## src/rtl/shift_unit_mc_if.sv

```systemverilog
//==========================================================================
// shift_unit_mc_if : request/result bundle for the multi-cycle shifter
// Revision 1.0 - initial release
//==========================================================================
`default_nettype none

interface shift_unit_mc_if #(
  parameter int WIDTH = 16
);
  localparam int SHAMT_W = $clog2(WIDTH);

  logic               in_valid;
  logic               in_ready;
  logic [WIDTH-1:0]   in_data;
  logic [SHAMT_W-1:0] in_shamt;
  logic [1:0]         in_mode;
  logic               out_valid;
  logic               out_ready;
  logic [WIDTH-1:0]   out_data;
  logic               out_zero;
  logic               out_err;

  modport master (
    output in_valid, in_data, in_shamt, in_mode, out_ready,
    input  in_ready, out_valid, out_data, out_zero, out_err
  );

  modport slave (
    input  in_valid, in_data, in_shamt, in_mode, out_ready,
    output in_ready, out_valid, out_data, out_zero, out_err
  );
endinterface

`default_nettype wire

```

## src/rtl/shift_unit_mc.sv

```systemverilog
//==========================================================================
// shift_unit_mc : multi-cycle barrel shifter, one shamt bit per cycle.
// Optional rotate right enabled by macro SHIFT_ROR_EN. Revision 1.0
//==========================================================================
`default_nettype none

module shift_unit_mc #(
  parameter int WIDTH = 16
) (
  input  wire logic      clk,
  input  wire logic      rst_n,
  shift_unit_mc_if.slave bus,
  output logic           busy
);
  localparam int SHAMT_W = $clog2(WIDTH);

  typedef enum logic [1:0] {
    S_IDLE  = 2'd0,
    S_SHIFT = 2'd1,
    S_DONE  = 2'd2
  } state_t;

  state_t             state_q, state_d;
  logic [WIDTH-1:0]   work_q,  work_d;
  logic [SHAMT_W-1:0] shamt_q, shamt_d;
  logic [SHAMT_W-1:0] k_q,     k_d;
  logic [1:0]         mode_q,  mode_d;
  logic               zero_q,  zero_d;
  logic               err_q,   err_d;

  logic               w_accept;
  logic               w_bypass;
  logic               w_acc_err;
  logic [SHAMT_W-1:0] w_amt;
  logic [WIDTH-1:0]   w_shifted;
  logic [WIDTH-1:0]   w_step;
  logic               w_last;

  assign w_accept = bus.in_valid && (state_q == S_IDLE);

`ifdef SHIFT_ROR_EN
  assign w_bypass  = (bus.in_shamt == '0);
  assign w_acc_err = 1'b0;
`else
  // Without rotate support mode 11 completes like a zero shift and flags an error.
  assign w_bypass  = (bus.in_shamt == '0) || (bus.in_mode == 2'b11);
  assign w_acc_err = (bus.in_mode == 2'b11);
`endif

  // Stage k moves the operand by 2^k; the largest stage is WIDTH/2.
  assign w_amt = SHAMT_W'(1) << k_q;

  always_comb begin
    w_shifted = work_q;
    case (mode_q)
      2'b00:   w_shifted = work_q << w_amt;
      2'b01:   w_shifted = work_q >> w_amt;
      2'b10:   w_shifted = $signed(work_q) >>> w_amt;
      default: begin
`ifdef SHIFT_ROR_EN
        w_shifted = (work_q >> w_amt) | (work_q << (WIDTH - int'(w_amt)));
`else
        w_shifted = work_q;
`endif
      end
    endcase
  end

  assign w_step = shamt_q[k_q] ? w_shifted : work_q;
  // Stop as soon as no higher shamt bit remains set.
  assign w_last = (k_q == SHAMT_W'(SHAMT_W - 1)) || (((shamt_q >> k_q) >> 1) == '0);

  always_comb begin
    state_d = state_q;
    work_d  = work_q;
    shamt_d = shamt_q;
    k_d     = k_q;
    mode_d  = mode_q;
    zero_d  = zero_q;
    err_d   = err_q;
    case (state_q)
      S_IDLE: begin
        if (w_accept) begin
          work_d  = bus.in_data;
          shamt_d = bus.in_shamt;
          mode_d  = bus.in_mode;
          k_d     = '0;
          if (w_bypass) begin
            state_d = S_DONE;
            zero_d  = (bus.in_data == '0);
            err_d   = w_acc_err;
          end else begin
            state_d = S_SHIFT;
          end
        end
      end
      S_SHIFT: begin
        work_d = w_step;
        if (w_last) begin
          state_d = S_DONE;
          zero_d  = (w_step == '0);
          err_d   = 1'b0;
        end else begin
          k_d = k_q + SHAMT_W'(1);
        end
      end
      S_DONE: begin
        if (bus.out_ready) begin
          state_d = S_IDLE;
          zero_d  = 1'b0;
          err_d   = 1'b0;
        end
      end
      default: begin
        state_d = S_IDLE;
        zero_d  = 1'b0;
        err_d   = 1'b0;
      end
    endcase
  end

  always_ff @(posedge clk or negedge rst_n) begin
    if (!rst_n) begin
      state_q <= S_IDLE;
      work_q  <= '0;
      shamt_q <= '0;
      k_q     <= '0;
      mode_q  <= '0;
      zero_q  <= 1'b0;
      err_q   <= 1'b0;
    end else begin
      state_q <= state_d;
      work_q  <= work_d;
      shamt_q <= shamt_d;
      k_q     <= k_d;
      mode_q  <= mode_d;
      zero_q  <= zero_d;
      err_q   <= err_d;
    end
  end

  assign bus.in_ready  = (state_q == S_IDLE);
  assign bus.out_valid = (state_q == S_DONE);
  assign bus.out_data  = work_q;
  assign bus.out_zero  = zero_q;
  assign bus.out_err   = err_q;
  assign busy          = (state_q != S_IDLE);

endmodule

`default_nettype wire

```

## src/flat_wrapper.sv

```systemverilog
// flat-port wrapper written by rule: the top's interface ports become plain ports
module shift_unit_mc_flat 
#(
  parameter int WIDTH = 16
)
  (clk, rst_n, busy, bus_in_valid, bus_in_data, bus_in_shamt, bus_in_mode, bus_out_ready, bus_in_ready, bus_out_valid, bus_out_data, bus_out_zero, bus_out_err);
  shift_unit_mc_if #(.WIDTH(WIDTH)) bus_i ();
  input  wire logic clk;
  input  wire logic rst_n;
  output logic busy;
  input wire logic [$bits(bus_i.in_valid)-1:0] bus_in_valid;
  input wire logic [$bits(bus_i.in_data)-1:0] bus_in_data;
  input wire logic [$bits(bus_i.in_shamt)-1:0] bus_in_shamt;
  input wire logic [$bits(bus_i.in_mode)-1:0] bus_in_mode;
  input wire logic [$bits(bus_i.out_ready)-1:0] bus_out_ready;
  output wire logic [$bits(bus_i.in_ready)-1:0] bus_in_ready;
  output wire logic [$bits(bus_i.out_valid)-1:0] bus_out_valid;
  output wire logic [$bits(bus_i.out_data)-1:0] bus_out_data;
  output wire logic [$bits(bus_i.out_zero)-1:0] bus_out_zero;
  output wire logic [$bits(bus_i.out_err)-1:0] bus_out_err;
  assign bus_i.in_valid = bus_in_valid;
  assign bus_i.in_data = bus_in_data;
  assign bus_i.in_shamt = bus_in_shamt;
  assign bus_i.in_mode = bus_in_mode;
  assign bus_i.out_ready = bus_out_ready;
  assign bus_in_ready = bus_i.in_ready;
  assign bus_out_valid = bus_i.out_valid;
  assign bus_out_data = bus_i.out_data;
  assign bus_out_zero = bus_i.out_zero;
  assign bus_out_err = bus_i.out_err;
  shift_unit_mc #(.WIDTH(WIDTH)) u_core (.clk(clk), .rst_n(rst_n), .bus(bus_i), .busy(busy));
endmodule
```

## config.mk

```make
export PLATFORM = sky130hd
export DESIGN_NAME = shift_unit_mc_flat
export DESIGN_NICKNAME = d
export VERILOG_FILES = /design/src/rtl/shift_unit_mc_if.sv /design/src/rtl/shift_unit_mc.sv /design/src/flat_wrapper.sv
export SDC_FILE = /design/constraint.sdc
export NUM_CORES = 1
export LEC_CHECK = 0
export ABC_AREA = 1
export BUFFER_PORTS_ARGS = -buffer_cell sky130_fd_sc_hd__buf_2
export CAP_MARGIN = 20
export CORE_MARGIN = 2
export CORE_UTILIZATION = 40
export DETAILED_ROUTE_END_ITERATION = 16
export PLACE_DENSITY = 0.68
export SLEW_MARGIN = 20
export SYNTH_ARGS = -nofsm -noshare
export SYNTH_HDL_FRONTEND = slang
export SYNTH_SLANG_ARGS = --single-unit
```

## constraint.sdc

```tcl
create_clock -name clk -period 2.5 [get_ports clk]
set_input_delay 0.125 -clock clk [delete_from_list [all_inputs] [get_ports clk]]
set_output_delay 0.125 -clock clk [all_outputs]
set_load 0.02 [all_outputs]
```

==> out/summary.md <==
The run finished with clean final reports. Yosys printed 0 warnings. Clock latency on the worst-skew pair: 290 ps. TritonCTS built the clock tree.

No sink is reached through more buffers than the 2 on the longest clock path. After the last flow step, the layout net total stands at 648. The run gives 9040 um^2 as the die area. Number of flip-flops and latches in the synthesized netlist: 30.

At the pin with the least slew margin, the transition time is 688 ps. Yosys mapped the design onto 40 distinct sky130hd cell types. Final hold analysis gives a worst-case slack of 44.2 ps.

Number of rows created at floorplan: 33. The tools report the number of DRC markers in iteration 0 as 551. 0 antenna diodes ended up in the layout. The final setup violation count was 0.

For the area of the core, the log shows 8130 um^2. When the netlist entered floorplanning its net count stood at 590. The clock period minus final worst setup slack was 2370 ps.

The routed layout has 4,164 vias. Cell type with the largest total area after synthesis: dfrtp_1. The logs give 31 for the pin count of the biggest net entering global routing and 12,100 um for the total length of routed wires. The run gives 3,724 as the via count of the first global-routing pass. For this run, the top clock speed supported by timing is 423 MHz.

The clock-pin slew on the worst setup and hold paths is 70 ps, and the total global routing track utilization is 27.8%. Setup repair after global routing left no endpoint under its margin. The tools report the number of antenna violations at the first check in global routing as 0.

In the post-synthesis netlist, the biggest area contributors are dfrtp_1 (23%), nand2_1 (20%), nand3_1 (20%). The H-tree was split into 2 levels. The number of buffers created by CTS came out at 5. The fraction of the cycle the final worst path needs is 94.6%. Along the worst hold path, the cell count comes to 3. For the layout filler cell count, the log shows 840. For the worst flop-to-flop path, the logic depth is 16.

The max-slew violation count was 0; the normalized max-slew margin was 54.1%. The cell count after synthesis was 563; the post-synthesis sequential area ratio was 22.6%. The final number of hold-violating endpoints was 0; the post-detailed-route count of antenna-violating nets was 0. The number of placed instances, taps included, is 716. For this run, design rule violations remaining after detail routing come to 0. The first detailed-routing pass took 8 iterations. The run gives 3320 um^2 as the post-synthesis instance area. Across the run, the number of max-cap violations was 0. The most common library cell in the layout ignoring fill and taps was nand2_1. Measured along the y axis, the die boundary spans 95.1 um.

STA classifies the critical path endpoint as a flip-flop. The run gives 0 as the total overflow reported by the global router. The fraction of final layout cells with drive strength greater than 1 is 18.2%, and the final worst-path setup slack is 134 ps. For this run, asynchronously set or reset flops after synthesis account for 100%.

After detailed routing, the number of vias per cell comes to 5.73. The top cell types in the final layout, fill and taps aside, are nand2_1 (180), nand3_1 (130), inv_1 (57), buf_2 (46), nor2_1 (30). The initial cell density of the core was 40.8%; the count of placed standard cells in the final layout, fillers left out was 727. In the final routed layout, each cell accounts on average for 16.6 um. The fraction of post-synthesis cell area in the top cell type by area is 22.6%. Master cell of the clock root buffer: clkbuf_8. STA classifies the critical path startpoint as a flip-flop.

Required time of the critical path: 2720 ps. At the end of routability-driven placement, the weighted congestion stood at 1.02. The number of I/O port buffers was 46. The min-delay analysis places its worst path in the category input port to flip-flop. The most used flip-flop cell after synthesis is dfrtp_1.

OpenSTA, run right after detailed placement, puts the worst setup slack at 107 ps. For this design the top-level I/O count stands at 47. After routing, the total negative slack on setup checks comes to 0 ps.

Largest clock skew in the final design: 6.62 ps. The layout overhead on the synthesized area is 16.6%, and the total half-perimeter wirelength after legalization and detailed placement is 9610 um. The clock net in this run drives a total of 30 sinks. Of all nets on the critical path, the largest fanout is 9. Data on the critical path arrives at its endpoint at 2580 ps. Each instance of the synthesized netlist takes up on average 5.90 um^2. Counting flops with a built-in enable in the synthesized netlist gives 0.

The kind of critical path was flip-flop to flip-flop. The tools report the first-pass GRT wire length as 19,200 um. From left edge to right edge, the die measures 95.1 um.
[critical path, cell delays in order (launching register included)]
cell and delay (ps):
dfrtp_2 490, nor2_4 230, buf_4 200, nand3_1 170
nand3_1 150, nand3_1 120, nand2_1 120, nand2_1 50
nand2_1 70, nand3_1 140, nand2_1 120, nand2_1 60
clkinv_1 50, nand2_1 40, nor2_1 100, nand2_1 70
a21oi_2 100
[metal layers]
layer	share of wire (%)	track usage [%]
met5	0	0
met4	4.2	13.4
met3	9.9	6.17
met2	42	40.1
met1	43	39.0
[area by class of cell]
cell class / instances / area [um^2] / area share (%)
tap: 105 / 131 / 3.39
inverter: 65 / 246 / 6.37
clock buffer: 6 / 82.6 / 2.13
multi-input combinational: 444 / 2160 / 55.8
clock inverter: 2 / 12.5 / 0.323
timing repair buffer: 75 / 488 / 12.6
sequential: 30 / 752 / 19.4
[stage by stage]
stage          instance area [um^2]  util [%]
2_1_floorplan                  3320         -
3_3_place_gp                   3730      45.9
3_5_place_dp                   3730      45.9
4_1_cts                        3840      47.2
5_1_grt                        3870      47.6
6_report                       3870      47.6
[registers in the layout, indices dropped and copies added, names as in the netlist]
register and flops:
u_core.bus.out_zero 1, u_core.bus.out_data 16, u_core.mode_q 2, u_core.bus.out_err 1
u_core.shamt_q 4, u_core.state_q 2, u_core.k_q 4
[synthesized netlist by cell type (all sizes together), types with 4 or more instances]
library cell / instances
nand2: 186
clkbuf: 5
o221ai: 6
nor4: 4
a21oi: 22
o21ai: 22
inv: 63
nand3: 136
o22ai: 5
nor2: 37
nand4: 10
o211ai: 4
dfrtp: 30
buf: 19
[kinds of logic after synthesis]
family	after synthesis	synth area share (%)
compound gates	65	11.6
flops	30	22.6
buf+inv	89	12.9
simple gates	378	52.5
fa+ha+maj	1	0.377
[final timing paths]
check                                                     from                              end  slack (ps)
worst max-delay path                 u_core.k_q[0]$_DFFE_PN0P_  u_core.bus.out_zero$_DFFE_PN0P_         130
worst min-delay path                           bus_in_shamt[0]    u_core.shamt_q[0]$_DFFE_PN0P_          40
worst max register to register       u_core.k_q[0]$_DFFE_PN0P_  u_core.bus.out_zero$_DFFE_PN0P_         130
worst min register to register  u_core.bus.out_err$_DFFE_PN0P_   u_core.bus.out_err$_DFFE_PN0P_         490
max in group asynchronous                                rst_n        u_core.k_q[0]$_DFFE_PN0P_        1610
min in group asynchronous                                rst_n    u_core.shamt_q[3]$_DFFE_PN0P_         410
[what timing repair did]
action                                  4_1_cts  5_1_grt
hold endpoints to repair                     30        0
endpoints found under the setup margin        0        3
hold buffers                                  1        0
gates resized for setup                       0        4
buffers inserted                              0        2
Power is left out: the tool's default activity adds up to more than one toggle a clock period on the data nets, which glitch-free logic cannot reach.
